`src/rtl/arith_ctrl_pkg.sv`:
```
// Shared types and constants for the bit-serial arithmetic controller.
package arith_ctrl_pkg;

    // Controller states: wait for a request, step one bit per cycle, hold the result.
    typedef enum logic [1:0] {
        IDLE = 2'd0,
        RUN  = 2'd1,
        DONE = 2'd2
    } state_t;

    // Op select values; sel[1] and sel[0] drive S1 and S0 of the slice.
    localparam logic [1:0] OP_TFR = 2'b00;  // A + cin
    localparam logic [1:0] OP_ADD = 2'b01;  // A + B + cin
    localparam logic [1:0] OP_SUB = 2'b10;  // A + ~B + cin
    localparam logic [1:0] OP_DEC = 2'b11;  // A + all-ones + cin

endpackage

```
`src/rtl/arith_serial_ctrl_slice.sv`:
```
// One-bit arithmetic slice: full adder whose B leg is chosen by S1,S0
// (00 -> 0, 01 -> B, 10 -> ~B, 11 -> 1).
module arith_serial_ctrl_slice (
    input  logic ai,
    input  logic bi,
    input  logic ci,
    input  logic s1,
    input  logic s0,
    output logic h,
    output logic co
);

    logic y;

    // B-leg select followed by a plain full adder.
    always_comb begin
        y  = (s0 & bi) | (s1 & ~bi);
        h  = ai ^ y ^ ci;
        co = (ai & y) | (ci & (ai ^ y));
    end

endmodule

```
`src/rtl/arith_serial_ctrl.sv`:
```
// Bit-serial arithmetic controller: captures an operation, runs it LSB first
// through a single arithmetic slice, then holds the result until taken.
module arith_serial_ctrl
    import arith_ctrl_pkg::*;
#(
    parameter int WIDTH = 8
) (
    input  logic             clk,
    input  logic             rst,
    input  logic             in_valid,
    output logic             in_ready,
    input  logic [WIDTH-1:0] a,
    input  logic [WIDTH-1:0] b,
    input  logic [1:0]       sel,
    input  logic             cin,
    output logic             out_valid,
    input  logic             out_ready,
    output logic [WIDTH-1:0] result,
    output logic             cout,
    output logic             zero
);

    localparam int CNT_W = $clog2(WIDTH + 1);
    localparam logic [CNT_W-1:0] LAST_BIT = CNT_W'(WIDTH - 1);

    state_t           state_q, state_d;
    logic [CNT_W-1:0] cnt_q, cnt_d;
    logic [WIDTH-1:0] a_q, a_d;
    logic [WIDTH-1:0] b_q, b_d;
    logic [1:0]       sel_q, sel_d;
    logic             cin_q, cin_d;
    logic             co_q, co_d;
    logic [WIDTH-1:0] result_q, result_d;
    logic             cout_q, cout_d;
    logic             zero_q, zero_d;

    logic [WIDTH-1:0] a_sh, b_sh;
    logic             slice_ci, slice_h, slice_co;

    // Present the current bit of each captured operand to the slice; the carry
    // chain starts from cin and continues from the previous cycle's carry-out.
    always_comb begin
        a_sh     = a_q >> cnt_q;
        b_sh     = b_q >> cnt_q;
        slice_ci = (cnt_q == '0) ? cin_q : co_q;
    end

    arith_serial_ctrl_slice u_slice (
        .ai (a_sh[0]),
        .bi (b_sh[0]),
        .ci (slice_ci),
        .s1 (sel_q[1]),
        .s0 (sel_q[0]),
        .h  (slice_h),
        .co (slice_co)
    );

    // Next-state and datapath update for the IDLE/RUN/DONE sequence.
    always_comb begin
        state_d  = state_q;
        cnt_d    = cnt_q;
        a_d      = a_q;
        b_d      = b_q;
        sel_d    = sel_q;
        cin_d    = cin_q;
        co_d     = co_q;
        result_d = result_q;
        cout_d   = cout_q;
        zero_d   = zero_q;
        unique case (state_q)
            IDLE: begin
                if (in_valid) begin
                    a_d      = a;
                    b_d      = b;
                    sel_d    = sel;
                    cin_d    = cin;
                    cnt_d    = '0;
                    // Result is built by OR-ing in one bit per cycle, so start clean.
                    result_d = '0;
                    cout_d   = 1'b0;
                    zero_d   = 1'b0;
                    state_d  = RUN;
                end
            end
            RUN: begin
                result_d = result_q | (WIDTH'(slice_h) << cnt_q);
                co_d     = slice_co;
                if (cnt_q == LAST_BIT) begin
                    cout_d  = slice_co;
                    zero_d  = (result_d == '0);
                    state_d = DONE;
                end else begin
                    cnt_d = cnt_q + CNT_W'(1);
                end
            end
            DONE: begin
                if (out_ready) begin
                    state_d = IDLE;
                end
            end
            default: state_d = IDLE;
        endcase
    end

    // State and datapath registers; reset aborts any operation in flight.
    always_ff @(posedge clk or posedge rst) begin
        if (rst) begin
            state_q  <= IDLE;
            cnt_q    <= '0;
            a_q      <= '0;
            b_q      <= '0;
            sel_q    <= '0;
            cin_q    <= 1'b0;
            co_q     <= 1'b0;
            result_q <= '0;
            cout_q   <= 1'b0;
            zero_q   <= 1'b0;
        end else begin
            state_q  <= state_d;
            cnt_q    <= cnt_d;
            a_q      <= a_d;
            b_q      <= b_d;
            sel_q    <= sel_d;
            cin_q    <= cin_d;
            co_q     <= co_d;
            result_q <= result_d;
            cout_q   <= cout_d;
            zero_q   <= zero_d;
        end
    end

    // Handshake flags come straight from the state; results come from registers.
    always_comb begin
        in_ready  = (state_q == IDLE);
        out_valid = (state_q == DONE);
        result    = result_q;
        cout      = cout_q;
        zero      = zero_q;
    end

endmodule

```
`config.mk`:
```
export PLATFORM = sky130hd
export DESIGN_NAME = arith_serial_ctrl
export DESIGN_NICKNAME = d
export VERILOG_FILES = /design/src/rtl/arith_ctrl_pkg.sv /design/src/rtl/arith_serial_ctrl_slice.sv /design/src/rtl/arith_serial_ctrl.sv
export SDC_FILE = /design/constraint.sdc
export NUM_CORES = 1
export LEC_CHECK = 0
export CAP_MARGIN = 15
export CELL_PAD_IN_SITES_DETAIL_PLACEMENT = 2
export CELL_PAD_IN_SITES_GLOBAL_PLACEMENT = 2
export CORE_MARGIN = 4
export CORE_UTILIZATION = 37
export CTS_CLUSTER_DIAMETER = 150
export DETAILED_ROUTE_END_ITERATION = 12
export DONT_BUFFER_PORTS = 1
export HOLD_SLACK_MARGIN = 0.05
export MAX_ROUTING_LAYER = met4
export PLACE_DENSITY = 0.76
export SLEW_MARGIN = 20
export SYNTH_ARGS = -nofsm -noshare
export SYNTH_HDL_FRONTEND = slang
export SYNTH_SLANG_ARGS = --single-unit
```
`constraint.sdc`:
```
create_clock -name clk -period 3.45 [get_ports clk]
set_input_delay 0.345 -clock clk [delete_from_list [all_inputs] [get_ports clk]]
set_output_delay 0.345 -clock clk [all_outputs]
set_load 0.01 [all_outputs]
```
### Word-level counts from Yosys, hierarchy flattened

Index checks and enable logic that the tools add are counted.

| storage, ports and cells | value |
|---|---|
| bits in registers | 36 |
| input port bits | 23 |
| output and inout bits | 12 |
| logic and storage cells | 55 |

| cells by class | value |
|---|---|
| add/sub/neg operators | 1 |
| equality and inequality tests | 7 |
| shifts and indexed selects | 3 |
| muxes and demuxes | 15 |
| bitwise operators | 10 |
| reduce and logical (&&, ||, !) cells | 9 |

Operator list:

| operator | count |
|---|---|
| case mux 8 bit (2 select lines) | 1 |
| >> shifter 8 x 4 -> 1 bit | 2 |
| AND reduction 3 bit | 3 |
| zero test 8 bit | 1 |
| 2-to-1 mux 4 bit | 2 |
| 2-to-1 mux 8 bit | 1 |
| OR 8 bit | 1 |
| case mux 4 bit (2 select lines) | 1 |
| left shift 1 x 4 -> 8 bit | 1 |
| 2-to-1 mux 2 bit | 3 |
| inequality test 2 bit (second input constant) | 3 |
| case mux 2 bit (3 select lines) | 1 |
| adder 4 x 1 -> 4 bit (second input constant) | 1 |
| AND 1 bit | 4 |
| equality test 4 x 3 -> 1 bit (second input constant) | 1 |
| zero test 4 bit | 1 |
| 2-to-1 mux 1 bit | 4 |
| case mux 1 bit (2 select lines) | 2 |
| AND reduction 2 bit | 2 |
| equality test 2 x 1 -> 1 bit (second input constant) | 1 |
| equality test 2 bit (second input constant) | 1 |
| zero test 2 bit | 1 |
| inequality test 2 x 1 -> 1 bit (second input constant) | 1 |
| OR 1 bit | 2 |
| 3 further kinds | 4 |

### Depth between registers and ports, before layout

Gate-level depths: netlist of the first run.

| depth | value |
|---|---|
| depth after elaboration | 11 |
| gate-level depth with buffers | 10 |
| mapped depth without buffers | 9 |

### Cells and area by module

Synthesis of the first run repeated with hierarchy kept, for this count alone.

| second synthesis, totals | value |
|---|---|
| cells, all modules | 182 |
| area, all modules | 1,724.2 µm² |

Modules (own cells, without submodules):

| module | instances | cells an instance | area an instance (µm²) | seq. area each (µm²) |
|---|---|---|---|---|
| arith_serial_ctrl | 1 | 180 | 1,689.1 | 900.9 |
| arith_serial_ctrl_slice | 1 | 2 | 35.0 | 0.0 |

### Worst setup path before layout of the first run

Ideal clock, no wire load.

| path | value |
|---|---|
| path type | reg-to-reg |
| from | register cnt_q[0] |
| to | register zero_q, in the netlist zero |
| data arrival time | 2.416 ns |
| data required time | 3.355 ns |
| setup slack | 0.938 ns |
| cell stages (with the launch flop) | 10 |
| buffers on the path | 1 |
| cell sequence | dfrtp_1 buf_2 nand2_1 a211oi_1 a2111oi_2 mux2i_1 fa_1 nor2_1 or4_1 o31ai_1 |

| between the ends | value |
|---|---|
| cells in the longest elaborated chain, start to end | 11 |
| elaborated cells between the ends (all ways) | 18 |

RTL lines:

| element | line | text |
|---|---|---|
| start, declared | arith_serial_ctrl.sv:27 | `logic [CNT_W-1:0] cnt_q, cnt_d;` |
| start signal, assigned | arith_serial_ctrl.sv:120 | `cnt_q <= cnt_d;` |
| >> shifter 8 x 4 -> 1 bit | arith_serial_ctrl.sv:44 | `b_sh = b_q >> cnt_q;` |
| inverter 1 bit | arith_serial_ctrl_slice.sv:17 | `y = (s0 & bi) \| (s1 & ~bi);` |
| AND 1 bit | arith_serial_ctrl_slice.sv:17 |  |
| OR 1 bit | arith_serial_ctrl_slice.sv:17 |  |
| XOR 1 bit (2 in a row) | arith_serial_ctrl_slice.sv:18 | `h = ai ^ y ^ ci;` |
| left shift 1 x 4 -> 8 bit | arith_serial_ctrl.sv:86 | `result_d = result_q \| (WIDTH'(slice_h) << cnt_q);` |
| OR 8 bit | arith_serial_ctrl.sv:86 |  |
| zero test 8 bit | arith_serial_ctrl.sv:90 | `zero_d = (result_d == '0);` |
| 2-to-1 mux 1 bit | arith_serial_ctrl.sv:88 | `if (cnt_q == LAST_BIT) begin` |
| case mux 1 bit (2 select lines) | arith_serial_ctrl.sv:70 | `unique case (state_q)` |
| end signal, assigned | arith_serial_ctrl.sv:128 | `zero_q <= zero_d;` |
| end, declared | arith_serial_ctrl.sv:35 | `logic zero_q, zero_d;` |

Parallel ways exist; a longest one is shown, timed or not. The select of a mux whose other input is x is not followed.
A chain may end at the register's enable or synchronous reset.

### Worst setup path after layout of the first run

Ends and elaborated chain as after synthesis.

==> results.yml, run 1 <==
finish:
  antenna_cells: 0
  area_delta_synth_final_pct: 7.14
  final_cells: 240
  final_nets: 214
  ff_latch_area_um2: 901
  fillers: 501
  drive_gt1_frac: 0.0745
  multi_input_area_um2: 744
synth:
  ys.flop_type: "dfrtp_1"
  yosys.area.top_type: "dfrtp_1"
  syn_avg_cell_area_um2: 9.09
  ys_seq_elements: 36
  ys.warnings.count: 0
  synthCells: 189
  syn-num-nets: 215
  async_reset_ff_frac: 1.00
  ys_types: 29
  yosysSeqAreaShare: 0.524
  syn-cell-area_mm2: 0.00172
  synth.top_cell.area_share: 0.524
  ys_top_cells_by_area: "dfrtp_1, nand2_1, mux4_2"
  synth_edf_count: 0
setup_path:
  crit_chain: "mux4_2 -> nor2_1 -> a2111oi_2 -> mux2i_1 -> fa_1 -> nor2_1 -> or4_1 -> o31ai_1"
  worstSetupPathType: "register to register"
  cp.arrival_ps: 3180
  max_stage_delay_ps: 620
  start_kind: "register"
  path_max_fanout: 12
  worstSetupEndpointType: "register"
  cp_common_cell: "nor2_1"
  required_ps: 3640
  critPathSlowestCell: "dfrtp_1"
clock_tree:
  clkTransAtPathRegs_ps: 70
  clk-insertion-delay-late_ps: 290
  ctsRootBufferMaster: "clkbuf_8"
  htree_levels: 2
  cts_made_buffers: 5
  hold_buffers: 0
  cts_tree: "done"
  cts.sink_count: 36
  post_cts_resized: 0
  cts_buffer_depth: 2
  cts_setup_buffers: 0
die:
  fp.dieH_um: 76.1
  core_area_mm2: 0.00441
  io_pins: 35
  dieWidth_um: 76.1
  start_util: 0.389
  placementRows: 24
  die-area_mm2: 0.00580
drt:
  vias: 1313
  routed_via_density: 5.47
  wirelength_mm: 4.18
  ant_nets: 0
  drc: 0
  wl_per_cell_um: 17.4
  drtPass1Iterations: 4
  routed.top_layer: "met4"
  met2_length_mm: 2.04
  drt-met1-wl_mm: 1.80
  detailedRoute.firstIterationViolations: 36
  wl_met3_um: 231
placement:
  dp_cells: 233
  gp_congestion: 0.785
  io_buffers: 0
  dpl.hpwl_mm: 3.02
sta:
  timing.setup.tns_ps: 0
  slew_violations: 0
  hold_viol: 0
  fmax_ghz: 0.335
  post-route-period-util: 0.865
  max_slew_margin: 0.637
  worst_pin_slew_ps: 544
  rsz0062_at_grt: "false"
  min_period_ps: 2990
  setup_violations: 0
  fin_skew_ps: 5.69
run_status:
  status: "complete, no violations"
grt:
  antenna_found_initial: 0
  grt_pass1_vias: 1489
  grt_util_all_layers: 0.165
  grt_max_degree: 37
  grt-ovfl-total: 0
  grt_pass1_wl_mm: 7.41
min_path:
  hold_path.class: "input pin to async pin"
pwr:
  peakVddDrop_uv: 299
  power-per-cell-area_mw_per_mm2: 1000
  p_leak_nw: 0.910
flow_run:
  max-cap-violations: 0
synthesized netlist by cell type (3+ instances only):
| master | instances |
|---|---|
| buf_2 | 9 |
| nand2_1 | 66 |
| mux4_2 | 3 |
| o21ai_0 | 8 |
| nand2b_1 | 3 |
| a21oi_1 | 8 |
| inv_1 | 5 |
| nand3_1 | 7 |
| mux2i_1 | 4 |
| nor2b_1 | 3 |
| nor2_1 | 17 |
| dfrtp_1 | 36 |
registers in the layout, indices dropped and copies added (netlist names):
name	count
b_q	8
state_q	2
a_q	8
zero	1
result	8
sel_q	2
cnt_q	4
cout	1
cin_q	1
co_q	1
metal layers:
layer | GRT usage | vias up
li1 | - | 611
met1 | 0.184 | 657
met2 | 0.263 | 33
met3 | 0.0567 | 12
met4 | 0.0787 | 0
met5 | - | -
final timing paths:
check	start	end	slack (ps)	depth (start not counted)
min reg2reg	b_q[5]	b_q[5]	480	2
max reg2reg	cnt_q[0]	zero	460	8
max	cnt_q[0]	zero	460	8
max in group asynchronous	rst	cnt_q[2]	3070	2
min in group clk	a[3]	a_q[3]	160	2
min	rst	a_q[4]	50	2
logic make-up after synthesis:
| kind of cell | share of synthesized area |
|---|---|
| and+or+nand+nor | 0.259 |
| xor gates and xnor gates | 0.0102 |
| muxes | 0.0626 |
| adders and majority gates | 0.0262 |
| DFF | 0.524 |
| buffers and inverters | 0.0437 |
| AOI/OAI and AO/OA | 0.0736 |
through the flow:
| step | area (um^2) | hold WS (ps) | utilization | power [mW] | setup slack (ps) |
|---|---|---|---|---|---|
| after detailed placement | 1740 | 374 | 0.395 | 1.55 | 462 |
| after floorplan | 1720 | 438 | - | 1.35 | 938 |
| final | 1840 | 48.1 | 0.417 | 1.85 | 465 |
| after CTS | 1840 | 56.6 | 0.416 | 1.89 | 432 |
| after global placement | 1740 | 365 | 0.395 | 1.49 | 587 |
| after global routing | 1840 | 91.6 | 0.417 | 2.04 | 245 |
power by group:
group,total (mW),switching (mW),internal [mW]
combinational,0.703,0.408,0.296
clock,0.318,0.141,0.178
sequential,0.828,0.218,0.610
cells in the final DEF, fill, tap and decap left out, types with 2 or more instances in the layout:
cell type	instances
dfrtp_1	36
nand2_1	66
inv_1	5
nor2b_1	3
o21ai_0	8
clkbuf_8	7
mux2i_1	4
nor2_1	17
nand2b_1	2
xor2_1	2
ha_1	2
a21oi_1	8
and3_1	2
nand3_1	7
buf_4	2
mux4_2	3
worst max-delay path, delay by kind of cell, from the launching register on:
family / cells / cell delay, ps
DFF: 1 / 620
AOI/OAI and AO/OA: 2 / 300
muxes: 2 / 730
adders and majority gates: 1 / 530
and+or+nand+nor: 3 / 710
cell type report:
type,instances,share of cell area
clock buffers,7,0.0523
inverters,5,0.0102
multi-input cells,138,0.404
flip-flops and latches,36,0.489
well taps,52,0.0354
repair buffers,2,0.00816
No activity file was read; power rests on OpenSTA's default activity.
==> run 2: changes to the inputs <==
--- a/config.mk
+++ b/config.mk
@@ -12,3 +12,2 @@
 export CORE_UTILIZATION = 37
-export CTS_CLUSTER_DIAMETER = 150
 export DETAILED_ROUTE_END_ITERATION = 12
==> constraint.sdc (replaced) <==
create_clock -name clk -period 3.45 [get_ports clk]
set_input_delay 0.69 -clock clk [delete_from_list [all_inputs] [get_ports clk]]
set_output_delay 0.69 -clock clk [all_outputs]
set_load 0.01 [all_outputs]
==> results.yml, run 2 (synthesis gave the netlist of run 1 again) <==
run_status:
  status: "complete, no violations"
pwr:
  p_total_mw: 1.78
  p_seq_frac: 0.461
  p_switching_uw: 751
  power-per-cell-area_mw_per_mm2: 984
  p_clk_frac: 0.148
  power.internal_mw: 1.03
  p_leak_nw: 0.896
  swShare: 0.421
  peakVddDrop_uv: 308
  pwr-share-comb: 0.390
setup_path:
  rr_startpoint: "cnt_q[0]"
  cp.arrival_ps: 3150
  r2r_cells: 8
  path_max_fanout: 12
  start_kind: "register"
  reg2reg_slack_ps: 490
  worstSetupEndpointType: "register"
  timing.rr.end: "zero"
  worstSetupPathType: "register to register"
  required_ps: 3640
  crit_path_start: "cnt_q[0]"
finish:
  final_nets: 214
  final_cell_mix: "nand2_1, dfrtp_1, nor2_1"
  final_cells: 238
  utilization: 0.410
  antenna_cells: 0
  drive_gt1_frac: 0.0591
  fillers: 512
  area_delta_synth_final_pct: 5.39
  final_common_cell: "nand2_1"
  fin_area_mm2: 0.00181
placement:
  io_buffers: 0
  dpl.hpwl_mm: 3.04
  dp_cells: 233
  gp_congestion: 0.791
  dpl_cell_area_mm2: 0.00174
  place_ws_ps: 498
drt:
  drc: 0
  vias: 1291
  detailedRoute.firstIterationViolations: 29
  routed.top_layer: "met4"
  wl_per_cell_um: 17.3
  wirelength_mm: 4.13
  drt-met1-wl_mm: 1.80
  routed_via_density: 5.42
  wl_met3_um: 161
  met2_length_mm: 2.10
  drtPass1Iterations: 4
  ant_nets: 0
die:
  io_pins: 35
  fp.dieH_um: 76.1
  die-area_mm2: 0.00580
  start_util: 0.389
  core_area_mm2: 0.00441
  dieWidth_um: 76.1
  placementRows: 24
grt:
  grt-ovfl-total: 0
  grt_pass1_wl_mm: 7.36
  grt_util_all_layers: 0.161
  grt_max_degree: 37
  antenna_found_initial: 0
  grt_pass1_vias: 1508
sta:
  post-route-period-util: 0.858
  timing.setup.tns_ps: 0
  fin_skew_ps: 4.91
  fin_ws_ps: 488
  setup_violations: 0
  rsz0062_at_grt: "false"
  slew_violations: 0
  hold_viol: 0
  worst_pin_slew_ps: 988
  whs_ps: 399
  fmax_ghz: 0.338
  min_period_ps: 2960
  max_slew_margin: 0.341
clock_tree:
  cts_made_buffers: 5
  cts.sink_count: 36
  htree_levels: 2
  ctsRootBufferMaster: "clkbuf_8"
  hold_buffers: 0
  cts_tree: "done"
  clkTransAtPathRegs_ps: 60
  clk-insertion-delay-late_ps: 280
  post_cts_resized: 0
  cts_buffer_depth: 2
  cts_setup_buffers: 0
flow_run:
  max-cap-violations: 0
min_path:
  hold_path.class: "input pin to async pin"
[run 2: cell count changes in the layout (fill, tap and decap cells not counted)]
| cell | delta |
|---|---|
| nand2b_1 | +1 |
| nand2b_2 | -1 |
| clkbuf_8 | -2 |
[run 2: critical path, cell delays in order, from the launching register on]
cell and delay [ps]:
dfrtp_1 620, mux4_2 570, nor2_1 140, a2111oi_2 70
mux2i_1 160, fa_1 520, nor2_1 90, or4_1 490
o31ai_1 210
[run 2: how the worst max path moves through the flow]
| stage | to |
|---|---|
| final | zero |
| after global routing | zero |
| after CTS | zero |
| after detailed placement | zero |
| after global placement | zero |
| after floorplan | zero |
[run 2: power by group through the flow]
stage                     Combinational [mW]  Sequential, mW  Clock (mW)
final                                  0.695           0.822       0.264
after floorplan                        0.616           0.733           0
after global placement                 0.664           0.828           0
after CTS                              0.716           0.828       0.278
after detailed placement               0.712           0.836           0
after global routing                   0.824           0.858       0.296
[run 2: metal layers]
| metal | global-route usage | up-vias |
|---|---|---|
| met5 | - | - |
| met4 | 0.0472 | 0 |
| met3 | 0.0485 | 6 |
| met2 | 0.267 | 27 |
| met1 | 0.189 | 651 |
| li1 | - | 607 |
[run 2: final cells by class]
type / instances / area, um^2 / share of cell area
clock buffers: 5 / 68.8 / 0.0380
inverters: 5 / 18.8 / 0.0104
multi-input cells: 138 / 742 / 0.410
flip-flops and latches: 36 / 901 / 0.498
well taps: 52 / 65.1 / 0.0359
repair buffers: 2 / 15.0 / 0.00829
